### config.mk
export PLATFORM = sky130hd
export DESIGN_NAME = calc_sequencer
export DESIGN_NICKNAME = d
export VERILOG_FILES = /design/src/rtl/calc_sequencer.sv
export SDC_FILE = /design/constraint.sdc
export NUM_CORES = 1
export LEC_CHECK = 0
export CAP_MARGIN = 20
export CELL_PAD_IN_SITES_DETAIL_PLACEMENT = 2
export CELL_PAD_IN_SITES_GLOBAL_PLACEMENT = 2
export CORE_MARGIN = 4
export CORE_UTILIZATION = 25
export DETAILED_ROUTE_END_ITERATION = 16
export HOLD_SLACK_MARGIN = 0.1
export PLACE_DENSITY = 0.83
export SLEW_MARGIN = 20
export SYNTH_ARGS = -nofsm -noshare
export SYNTH_HDL_FRONTEND = slang
export SYNTH_SLANG_ARGS = --single-unit
### constraint.sdc
create_clock -name Clk -period 3.8 [get_ports Clk]
set_clock_uncertainty 0.2 [all_clocks]
set_input_delay 0.76 -clock Clk [delete_from_list [all_inputs] [get_ports Clk]]
set_output_delay 0.76 -clock Clk [all_outputs]
set_load 0.1 [all_outputs]
### src/rtl/calc_sequencer.sv
// calc_sequencer: instruction sequencer for the 8x8-bit simple_calculator (regfile + ALU).
// Accepts one instruction per valid/ready handshake, runs the ALU write InRep+1 times,
// reads the destination back over busY and pulses Done with Result/CarryFlag.
// Optional macro CARRY_BREAK_EN: a carry-out during EXEC ends the repeat after that write.
module calc_sequencer #(
    parameter int REP_W = 4
) (
    input  logic             Clk,
    input  logic             Rst_n,
    input  logic             InValid,
    output logic             InReady,
    input  logic [3:0]       InCtrl,
    input  logic             InSel,
    input  logic [2:0]       InRW,
    input  logic [2:0]       InRX,
    input  logic [2:0]       InRY,
    input  logic [7:0]       InData,
    input  logic [REP_W-1:0] InRep,
    output logic             WEN,
    output logic [2:0]       RW,
    output logic [2:0]       RX,
    output logic [2:0]       RY,
    output logic [7:0]       DataIn,
    output logic             Sel,
    output logic [3:0]       Ctrl,
    input  logic [7:0]       busY,
    input  logic             Carry,
    output logic [7:0]       Result,
    output logic             CarryFlag,
    output logic             Done,
    output logic             Busy
);

    typedef enum logic [1:0] {IDLE, EXEC, READ, DONE} state_t;

    state_t           state;
    logic [REP_W-1:0] cnt;
    logic [2:0]       ry_lat;
    logic             stop;

`ifdef CARRY_BREAK_EN
    assign stop = (cnt == '0) || Carry;
`else
    assign stop = (cnt == '0);
`endif

    assign InReady = (state == IDLE);
    assign Busy    = (state != IDLE);

    // Sequencer FSM: latch instruction, repeat writes, read destination back, pulse Done.
    always_ff @(posedge Clk or negedge Rst_n) begin
        if (!Rst_n) begin
            state     <= IDLE;
            cnt       <= '0;
            ry_lat    <= '0;
            WEN       <= 1'b0;
            RW        <= '0;
            RX        <= '0;
            RY        <= '0;
            DataIn    <= '0;
            Sel       <= 1'b0;
            Ctrl      <= '0;
            Result    <= '0;
            CarryFlag <= 1'b0;
            Done      <= 1'b0;
        end else begin
            case (state)
                IDLE: if (InValid) begin
                    RW     <= InRW;
                    RX     <= InRX;
                    RY     <= InRY;
                    ry_lat <= InRY;
                    DataIn <= InData;
                    Sel    <= InSel;
                    Ctrl   <= InCtrl;
                    cnt    <= InRep;
                    WEN    <= 1'b1;
                    state  <= EXEC;
                end
                EXEC: begin
                    CarryFlag <= Carry;
                    if (stop) begin
                        WEN   <= 1'b0;
                        RY    <= RW;
                        state <= READ;
                    end else begin
                        cnt <= cnt - 1'b1;
                    end
                end
                READ: begin
                    Result <= busY;
                    RY     <= ry_lat;
                    Done   <= 1'b1;
                    state  <= DONE;
                end
                DONE: begin
                    Done  <= 1'b0;
                    state <= IDLE;
                end
                default: state <= IDLE;
            endcase
        end
    end

endmodule

==> results of run 1 <==
[routing by layer]
layer,wire (um),vias up,GRT usage,share of wire
met3,468,4,0.0513,0.10
met1,1740,671,0.125,0.38
met4,37,0,0.0289,0.0081
met5,0,-,0,0
met2,2330,47,0.192,0.51
li1,-,628,-,-
[through the flow]
step	setup slack, ns	area [um2]	hold slack [ns]
5_1_grt	0.941	2780	0.337
2_1_floorplan	0.769	1860	0.264
6_report	0.996	2780	0.305
4_1_cts	0.989	2780	0.316
3_5_place_dp	1.33	2670	0.296
3_3_place_gp	1.35	2670	0.280
[sequential cells by signal, summed over array words and instances, names as in the netlist]
register,cells
cnt,4
RX,3
DataIn,8
ry_lat,3
CarryFlag,1
state,2
RY,3
Done,1
Result,8
WEN,1
Ctrl,4
Sel,1
RW,3
[layout by cell type (no fill, tap or decap), drive strengths merged, types with 3 or more instances in the layout]
cell type / synthesis / routed
clkdlybuf4s50: 0 / 69
mux2i: 4 / 4
a21oi: 4 / 4
nor2: 7 / 7
mux2: 35 / 35
inv: 8 / 8
buf: 5 / 4
a22oi: 3 / 3
clkbuf: 0 / 6
ha: 6 / 6
dfrtp: 42 / 42
[logic make-up after synthesis]
family | Yosys count
AO/OA/AOI/OAI | 15
adder cells (fa/ha/maj) | 6
buffers and inverters | 13
flip-flops | 42
multiplexers | 39
AND/OR/NAND/NOR | 21
[layout make-up]
cell class | instances | area [um2]
clock buffers | 6 | 72.6
multi-input cells | 81 | 751
inverters | 8 | 30.0
repair buffers | 73 | 718
flip-flops and latches | 42 | 1050
fillers | 762 | 4430
clock inverters | 2 | 37.5
well taps | 99 | 124
[path summary, 6_finish.rpt]
check | to | slack [ns] | cells past startpoint
min in group asynchronous | DataIn[3] | 0.42 | 1
hold reg to reg | Done | 0.30 | 2
max in group asynchronous | Result[4] | 2.38 | 1
hold / removal | Done | 0.30 | 2
setup / recovery | RW[1] | 1.0 | 1
setup reg to reg | cnt[0] | 1.35 | 5
==> flow_summary.ini, run 1 <==
[floorplanning]
io_pins = 73
row_count = 31
die-width_um = 94.2
design.core.area_um2 = 7210
dieArea_um2 = 8860
die_y_um = 94.2
start_util = 0.257

[synthesis]
synthCells = 136
synth_top_family_by_area = multiplexers
synth_cell_types = 30
synthXorXnorAreaFrac = 0
synthTopCellsByCount = dfrtp_1 (42), mux2_2 (35), inv_1 (8), nor2_1 (7), ha_1 (6)
yosysMostFrequentCell = dfrtp_1
synth_fa_ha_area_frac = 0.0405
yosysWarnings = 0
yosysTopAreaCellShare = 0.566
synth-seq-cells = 42
synthMuxAreaShare = 0.234
ys.flop_type = dfrtp_1
avgSynthCellArea_um2 = 13.6
yosysSeqAreaShare = 0.566
synth_compound_area_frac = 0.0607
synth-edff-count = 0
synth-simple-area-share = 0.0695
ys_top_cells_by_area = dfrtp_1 (57%), mux2_2 (21%), ha_1 (4.0%)
synth_nets = 180
synth_area_um2 = 1860
async_flop_share = 1.00
yosysTopAreaCell = dfrtp_1

[clock_tree]
ctsRootBufferMaster = clkbuf_8
cts-hold-fix-buffers = 0
cts_tree = built
path_clk_slew_ns = 0.08
postCtsSetupBuffers = 0
clk_path_buf_depth = 2
clk_latency_ns = 0.29
cts.repair.resized = 0
clock-sinks = 42
cts_buffers = 5
h-tree-depth = 2

[final_layout]
antenna_cells = 0
syn2layout_area_growth_pct = 50.0
nNetsFinal = 255
drive_gt1_frac = 0.241
stdcell_count = 311
fin_util = 0.386

[critical_path]
crit_path_start = RW[1]
crit_family = buffers and inverters
cp.required_ns = 2.84
cp_cell_sequence = clkdlybuf4s50_1
critPathMaxFanout = 3
timing.critical_path.arrival_ns = 1.84
critPathMaxStageDelay_ns = 1.16
r2r_start = state[1]
cpMaxStageDelayCell = clkdlybuf4s50_1
critPathBufInv = 1
start_kind = flip-flop
criticalPathCategory = flip-flop to output pin
crit_path_end_kind = output pin

[placed_design]
dpl.hpwl_um = 3430
port_buffers = 72
placedCellCount = 303
gp_congestion = 0.743

[route]
vias = 1350
vias_per_cell = 4.34
drtIter0Drc = 10
detail_route.first_pass.iterations = 2
avgRoutedWirePerCell_um = 14.7
drc = 0
routed_wl_um = 4570
drtAntennaViolNets = 0

[sta]
slew_viol_final = 0
maxSlewHeadroom = 0.336
final_hold_viol_count = 0
fmax_mhz = 357
period_share = 0.738
min_period_ns = 2.80
setup_tns_ns = 0
rsz0062_at_grt = false
tightest_slew_ns = 0.993
setup_viol = 0

[min_path]
hold_start = Done
min_path_type = flip-flop to flip-flop

[job]
maxCapViolCount = 0

[global_route]
grt_overflow = 0
antenna_found_initial = 0
grt_util_all_layers = 0.112
grt_pass1_wl_um = 7710
grt_max_degree = 43
grt_pass1_vias = 1575

[status]
run_status = complete, no violations
Power of run 1 is left out: the tool's default activity adds up to more than one toggle a clock period on the data nets, which glitch-free logic cannot reach.
==> run 2, diff against run 1 <==
Clock period 3.8 ns to 2.8 ns, I/O delays scaled along.
==> run 2 against run 1 <==
Compared with the run above:
- count of clock-buffer cells in the layout stayed put
- hold slack better by 0.0066 ns
- global-route usage increased by 0.59 points
- die area stayed put
- first-iteration DRC count rose by 80%
==> flow_summary.ini, run 2 (synthesis gave the netlist of run 1 again) <==
[status]
run_status = complete, no violations

[route]
drc = 0
drtIter0Drc = 18
routed_wl_um = 4800
drtAntennaViolNets = 0
vias_per_cell = 4.45
detail_route.first_pass.iterations = 4
avgRoutedWirePerCell_um = 15.3
vias = 1396

[final_layout]
final_common_cell = dfrtp_1
layout_common_cells = dfrtp_1 (42), buf_4 (39), clkdlybuf4s50_1 (36)
nNetsFinal = 259
top_regs = DataIn (8), Result (8)
drive_gt1_frac = 0.405
antenna_cells = 0
syn2layout_area_growth_pct = 45.9

[sta]
setup_viol = 0
rsz0062_at_grt = false
maxSlewHeadroom = 0.608
period_share = 0.777
slew_viol_final = 0
fmax_mhz = 460
tightest_slew_ns = 0.588
setup_tns_ns = 0
min_period_ns = 2.17
final_hold_viol_count = 0

[clock_tree]
clk_path_buf_depth = 2
cts_buffers = 5
ctsRootBufferMaster = clkbuf_8
clock-sinks = 42
h-tree-depth = 2
cts-hold-fix-buffers = 1
cts_tree = built
postCtsSetupBuffers = 0
clk_latency_ns = 0.29
path_clk_slew_ns = 0.08
cts.repair.resized = 0

[critical_path]
cp_cell_sequence = inv_1 -> ha_2 -> buf_4
r2r_start = state[1]
crit_family = buffers and inverters
start_kind = flip-flop
reg2reg_to = cnt[3]
crit_path_end_kind = output pin
cpMaxStageDelayCell = dfrtp_1
critPathMaxStageDelay_ns = 0.41
ff2ff_setup_slack_ns = 0.66
rr_worst_depth = 5
critPathBufInv = 2
critPathMaxFanout = 5
cp.required_ns = 2.04
criticalPathCategory = flip-flop to output pin
timing.critical_path.arrival_ns = 1.41

[floorplanning]
start_util = 0.257
die_y_um = 94.2
dieArea_um2 = 8860
die-width_um = 94.2
io_pins = 73
design.core.area_um2 = 7210
row_count = 31

[job]
maxCapViolCount = 0

[min_path]
worst_hold_path.endpoint = Result[0]
min_path_cells = 1
min_path_type = flip-flop to flip-flop
hold_start = Result[0]

[placed_design]
gp_congestion = 0.719
dpl.hpwl_um = 3790
port_buffers = 72

[global_route]
grt_pass1_vias = 1645
grt_max_degree = 24
grt_util_all_layers = 0.118
grt_pass1_wl_um = 8050
antenna_found_initial = 0
grt_overflow = 0
## run 2: changes by cell type in the layout (fill, tap and decap cells not counted)
cell / delta
buf_4: +36
clkdlybuf4s50_1: -33
bufinv_16: -1
dlygate4sd3_1: +1
ha_1: -1
ha_2: +1
## run 2: cell type report
type	instances	area (um2)
fillers	806	4510
flip-flops and latches	42	1050
multi-input cells	81	753
repair buffers	77	668
well taps	99	124
clock buffers	6	72.6
inverters	8	30.0
clock inverters	1	7.51
## run 2: how the worst max path moves through the flow
stage | from | end | slack, ns | cells past startpoint
after floorplan | state[0] | Busy | 0.43 | 3
after global placement | InValid | RY[2] | 0.68 | 4
after detailed placement | InValid | RY[0] | 0.63 | 4
after CTS | state[0] | InReady | 0.59 | 3
after global routing | state[1] | cnt[3] | 0.45 | 5
final | state[0] | InReady | 0.63 | 3
## run 2: worst register-to-register path, cell delays in order, from the launching register on
cell and delay [ns]:
dfrtp_1 0.43, inv_1 0.13, ha_1 0.43, mux2i_1 0.26, or4_1 0.52, nand3b_1 0.10
## run 2: per-stage QoR
stage          setup slack (ns)  cells  hold slack (ns)  utilization  instance area (um2)
2_1_floorplan             0.430    136           0.0644            -                 1860
3_3_place_gp              0.676    306            0.284        0.363                 2620
3_5_place_dp              0.634    306            0.298        0.363                 2620
4_1_cts                   0.585    314            0.319        0.375                 2710
5_1_grt                   0.449    314            0.335        0.375                 2710
6_report                  0.626    314            0.311        0.375                 2710
## run 2: per-layer routing
layer	vias up	wire length [um]	GRT usage	share of wire
met5	-	0	0	0
met4	0	41	0.0325	0.0085
met3	5	351	0.0401	0.073
met2	46	2560	0.210	0.53
met1	716	1850	0.132	0.38
li1	629	-	-	-
Power of run 2 is left out for the same reason.
